### src/rtl/matrix_pkg.sv
// rtl/matrix_pkg.sv - shared geometry helpers for triangular pack/expand blocks
package matrix_pkg;

    localparam int MAX_SIZE  = 256;
    localparam int MAX_IDX_W = 8;

    typedef logic [MAX_IDX_W-1:0] tri_idx_t;

    function automatic int tri_count(input int n);
        return n * (n + 1) / 2;
    endfunction

    // Index width never collapses to zero bits, even for the smallest matrix.
    function automatic int idx_width(input int n);
        return (n <= 2) ? 1 : $clog2(n);
    endfunction

endpackage

### src/rtl/tri_pos_counter.sv
// rtl/tri_pos_counter.sv - row/col walker over an N x N matrix with upper-triangle phase flag
module tri_pos_counter
    import matrix_pkg::*;
#(
    parameter int SIZE = 4
)(
    input  logic clk,
    input  logic rst,
    input  logic i_adv,
    output logic o_pass,
    output logic o_frame_end
);

    localparam int             W    = idx_width(SIZE);
    localparam logic [W-1:0]   LAST = W'(SIZE - 1);

    logic [W-1:0] r_row;
    logic [W-1:0] r_col;
    logic         w_col_last;
    logic         w_row_last;

    assign w_col_last  = (r_col == LAST);
    assign w_row_last  = (r_row == LAST);
    assign o_pass      = (r_col >= r_row);
    assign o_frame_end = w_row_last && w_col_last;

    always_ff @(posedge clk or negedge rst) begin
        if (!rst) begin
            r_row <= '0;
            r_col <= '0;
        end else if (i_adv) begin
            if (w_col_last) begin
                r_col <= '0;
                r_row <= w_row_last ? '0 : r_row + 1'b1;
            end else begin
                r_col <= r_col + 1'b1;
            end
        end
    end

endmodule

### src/rtl/upper_triangular_expand.sv
// rtl/upper_triangular_expand.sv - packed upper triangle to dense matrix stream; optional out_tlast via UPPER_TRIANGULAR_EXPAND_TLAST_EN
module upper_triangular_expand
    import matrix_pkg::*;
#(
    parameter int SIZE       = 4,
    parameter int DATA_WIDTH = 32
)(
    input  logic                  clk,
    input  logic                  rst,
    input  logic [DATA_WIDTH-1:0] in_tdata,
    input  logic                  in_tvalid,
    output logic                  in_tready,
    output logic [DATA_WIDTH-1:0] out_tdata,
    output logic                  out_tvalid,
    input  logic                  out_tready
`ifdef UPPER_TRIANGULAR_EXPAND_TLAST_EN
    ,
    output logic                  out_tlast
`endif
);

    logic                  w_pass;
    logic                  w_frame_end;
    logic                  w_load;
    logic                  w_pass_step;
    logic                  w_fill_step;
    logic                  w_adv;
    logic [DATA_WIDTH-1:0] r_out_tdata;
    logic                  r_out_tvalid;

    // Below-diagonal positions are generated locally, so input is held off there.
    assign w_load      = !r_out_tvalid || out_tready;
    assign in_tready   = w_load && w_pass;
    assign w_pass_step = in_tvalid && in_tready;
    assign w_fill_step = w_load && !w_pass;
    assign w_adv       = w_pass_step || w_fill_step;

    tri_pos_counter #(
        .SIZE        (SIZE)
    ) u_pos (
        .clk         (clk),
        .rst         (rst),
        .i_adv       (w_adv),
        .o_pass      (w_pass),
        .o_frame_end (w_frame_end)
    );

    always_ff @(posedge clk or negedge rst) begin
        if (!rst) begin
            r_out_tdata  <= '0;
            r_out_tvalid <= 1'b0;
        end else if (w_load) begin
            if (w_pass_step) begin
                r_out_tdata  <= in_tdata;
                r_out_tvalid <= 1'b1;
            end else if (w_fill_step) begin
                r_out_tdata  <= '0;
                r_out_tvalid <= 1'b1;
            end else begin
                r_out_tvalid <= 1'b0;
            end
        end
    end

    assign out_tdata  = r_out_tdata;
    assign out_tvalid = r_out_tvalid;

`ifdef UPPER_TRIANGULAR_EXPAND_TLAST_EN
    logic r_out_tlast;

    always_ff @(posedge clk or negedge rst) begin
        if (!rst) begin
            r_out_tlast <= 1'b0;
        end else if (w_adv) begin
            r_out_tlast <= w_frame_end;
        end else if (w_load) begin
            r_out_tlast <= 1'b0;
        end
    end

    assign out_tlast = r_out_tlast;
`else
    logic w_unused_frame_end;
    assign w_unused_frame_end = w_frame_end;
`endif

endmodule

### config.mk
export PLATFORM = sky130hd
export DESIGN_NAME = upper_triangular_expand
export DESIGN_NICKNAME = d
export VERILOG_FILES = /design/src/rtl/matrix_pkg.sv /design/src/rtl/tri_pos_counter.sv /design/src/rtl/upper_triangular_expand.sv
export SDC_FILE = /design/constraint.sdc
export NUM_CORES = 1
export LEC_CHECK = 0
export CORE_MARGIN = 8
export CORE_UTILIZATION = 36
export DETAILED_ROUTE_END_ITERATION = 6
export PLACE_DENSITY = 0.75
export SYNTH_ARGS = -nofsm -noshare
export SYNTH_HDL_FRONTEND = slang
export SYNTH_SLANG_ARGS = --single-unit
### constraint.sdc
create_clock -name clk -period 1.63 [get_ports clk]
set_input_delay 0.2445 -clock clk [delete_from_list [all_inputs] [get_ports clk]]
set_output_delay 0.2445 -clock clk [all_outputs]
set_load 0.02 [all_outputs]
==> summary.md <==
| Metric | Value |
|---|---|
| Worst Tran Pin Value | `455 ps` |
| Multiplexer share of the synthesized area | `0.0305` |
| Vias in the first global route | `around 1200` |
| Die area | `about 6400 µm²` |
| Slew HR | `0.696` |
| Final nets | `227` |
| First-pass GRT wire length | `between 6000 and 7000 µm` |
| Largest net degree at the start of global routing | `38` |
| Total grt overflow | `0` |
| Mapped Cells | `99` |
| Chip Height | `80.0 µm` |
| Core box area | `3970 µm²` |
| CTS Buffer Depth | `2` |
| Clock transition at the registers of the reported paths | `80 ps` |
| Layout Cells excl Fill | `between 200 and 250` |
| Met2 Usage GRT | `0.214` |
| Port bufs | `about 70` |
| Worst Skew | `4.41 ps` |
| Vias | `roughly 1200` |
| Netlist cell types | `16` |
| Area grow syn2layout | `73.1%` |
| Worst skew pair latency | `around 290 ps` |
| Startpoint types | `register` |
| Final setup margin | `-47.9 ps` |
| Area share of fa/ha/maj cells after synthesis | `0.0339` |
| Final setup violation count | `33` |
| Multi-input logic area | `538 µm²` |
| TritonCTS clock tree | `done` |
| Critical path fanouts, max | `8` |
| PD cells | `2300 nW/µm²` |
| Synth Area in XOR/XNOR | `0` |
| DRC Markers | `0` |
| # diodes | `0` |
| Tmin final | `around 1700 ps` |
| Initial antenna violation count | `0` |
| Routed Antenna Nets | `0` |
| Tcrit/Tclk final | `1.03` |
| Largest family of logic cells by synthesized area | `compound AO/OA/AOI/OAI gates` |
| Count of final hold-check violations | `0` |
| Site Rows | `23` |
| Via density | `5.24` |
| Gpl congestion | `about 0.75` |
| Fraction of the mapped netlist area in simple logic gates | `0.0661` |
| Reg area | `slightly above 900 µm²` |
| TritonCTS buffer count | `5` |
| CTS H-tree depth | `2` |
| RR Startpoint | `u_pos.r_col[1]` |
| Status | `finished, violations left` |
| Syn_nets | `139` |
| Met1 Use GR | `0.144` |
| Hold-fix buffers, CTS | `0` |
| RSZ-0062 raised after global routing | `yes` |
| R2r worst-path depth | `7` |
| Worst path required time | `1860 ps` |
| CTS Sinks | `37` |
| Mapped Avg Cell Area | `14.9 µm²` |
| Fillers | `289` |
| Fmax | `596 MHz` |
| Die width | `roughly 80 µm` |
| Total global-route track usage | `0.128` |
| Worst min path class | `in -> async` |
| Share of cells above drive strength 1 | `0.191` |
| Failing checks | `setup timing` |
| Mapped cell area | `1480 µm²` |
| Worst Path Class, Setup | `reg -> reg` |
| Maximum VDD drop | `around 750 µV` |
| Yosys reg bits | `37` |
| Sequential area share after synthesis | `0.627` |
| Synth Area in Compound Gates | `0.204` |
| Yosys Warn Count | `0` |
| Post-DR wirelength/cell | `19.0 µm` |
| Flop-to-flop setup slack | `-50 ps` |
| Initial core utilization | `0.372` |
| Dpl cells | `225` |
| DRT Pass-1 Iters | `4` |
| Met3 GRT Util | `0.0349` |
| Final wirelength | `4520 µm` |
| HPWL Detailed | `3080 µm` |
| Max-slew violations | `0` |
| Worst setup EP type | `register` |
| Gr busiest metal | `met2` |
| Ports | `70` |
| Pre-CTS WS | `-338 ps` |
| Max-cap viol count | `0` |
| Arrival @ worst endpoint | `between 1500 and 2000 ps` |
| RR Endpoint | `out_tdata[5]` |
| Static leakage | `0.00114 µW` |
| Final Util | `0.644` |
| Clock root cell | `clkbuf_8` |
| Iteration-0 DRC Markers | `51` |
[kinds of logic after synthesis]
kind of cell,Yosys count
and+or+nand+nor,12
DFF,37
buffers and inverters,8
AOI/OAI and AO/OA,34
adders and majority gates,4
muxes,4
[cell type report]
class,count,area share
Sequential cell,37,0.362
Timing Repair Buffer,87,0.346
Multi-Input combinational cell,54,0.210
Clock buffer,5,0.0269
Clock inverter,3,0.0269
Tap cell,50,0.0245
Inverter,2,0.00294
[cell usage after synthesis, drive strengths merged]
master | count | area, µm²
buf | 6 | 48.8
o2111ai | 1 | 8.76
dfrtp | 37 | 926
mux2 | 4 | 45.0
nor2 | 3 | 11.3
nor2b | 2 | 20.0
nor3b | 1 | 12.5
nor3 | 1 | 5.00
nand2b | 4 | 25.0
nor4b | 1 | 23.8
o211ai | 1 | 12.5
ha | 4 | 50.1
a22o | 32 | 280
inv | 2 | 7.51
[placed cells by master, fill, tap and decap left out]
master / netlist / layout
nor3b_4: 0 / 1
dlymetal6s2s_1: 0 / 1
bufinv_16: 0 / 2
o211ai_2: 1 / 1
ha_1: 4 / 2
nor4b_4: 1 / 1
inv_2: 0 / 1
clkbuf_8: 0 / 5
nand2b_1: 4 / 4
mux2_1: 4 / 4
buf_4: 0 / 13
nor2_1: 3 / 2
o2111ai_1: 1 / 1
nor2_4: 0 / 1
inv_1: 2 / 1
inv_6: 0 / 1
ha_4: 0 / 2
buf_12: 0 / 1
nor3_2: 0 / 1
clkbuf_16: 0 / 2
clkdlybuf4s50_1: 0 / 67
nor2b_1: 1 / 1
dfrtp_1: 37 / 37
a22o_1: 32 / 32
buf_6: 3 / 3
nor2b_4: 1 / 1
[routing by layer]
metal,wire length (µm),vias to the layer above
met5,0,-
met4,97,0
met3,309,9
met2,2350,45
met1,1760,640
li1,-,552
[critical path: stages, from the launching register on]
cell,delay (ps)
dfrtp_1,420
ha_4,300
nor2_4,50
buf_6,110
nor4b_4,270
buf_6,170
clkbuf_16,160
a22o_1,130
[repair_timing]
item	CTS	global route
pin swaps	1	6
resized for setup	12	5
gates cloned	0	3
setup endpoints to repair	30	36
setup buffers	0	2
[report_power, final]
group	leakage (µW)	total, µW	internal, µW	switching, µW
logic	0.000595	3300	1760	1530
clock network	0.0000687	943	616	327
registers	0.000475	1650	1380	272
[stage by stage]
| stage | total power, µW | TNS [ps] | hold slack (ps) | cell area [µm²] |
|---|---|---|---|---|
| 6_report | 5890 | -1040 | 375 | 2560 |
| 5_1_grt | 6220 | -3260 | 426 | 2560 |
| 2_1_floorplan | 3160 | 0 | -51.1 | 1480 |
| 4_1_cts | 5610 | -86.6 | 382 | 2450 |
| 3_5_place_dp | 4550 | -3200 | 490 | 2290 |
| 3_3_place_gp | 4440 | -2100 | 486 | 2290 |
[flip-flops by register name, summed over array words and instances, names as in the netlist]
register     count
u_pos.r_col      2
u_pos.r_row      2
out_tvalid       1
out_tdata       32
[worst max-delay path by stage]
stage,cells after the start,from,slack (ps),endpoint
floorplan,6,u_pos.r_col[0],60,out_tdata[0]
global placement,4,out_tready,-310,in_tready
detailed placement,4,out_tready,-340,in_tready
CTS,4,u_pos.r_row[0],-20,in_tready
global route,7,u_pos.r_col[1],-110,out_tdata[14]
finish,7,u_pos.r_col[1],-50,out_tdata[5]
(Power assumes the default switching activity.)
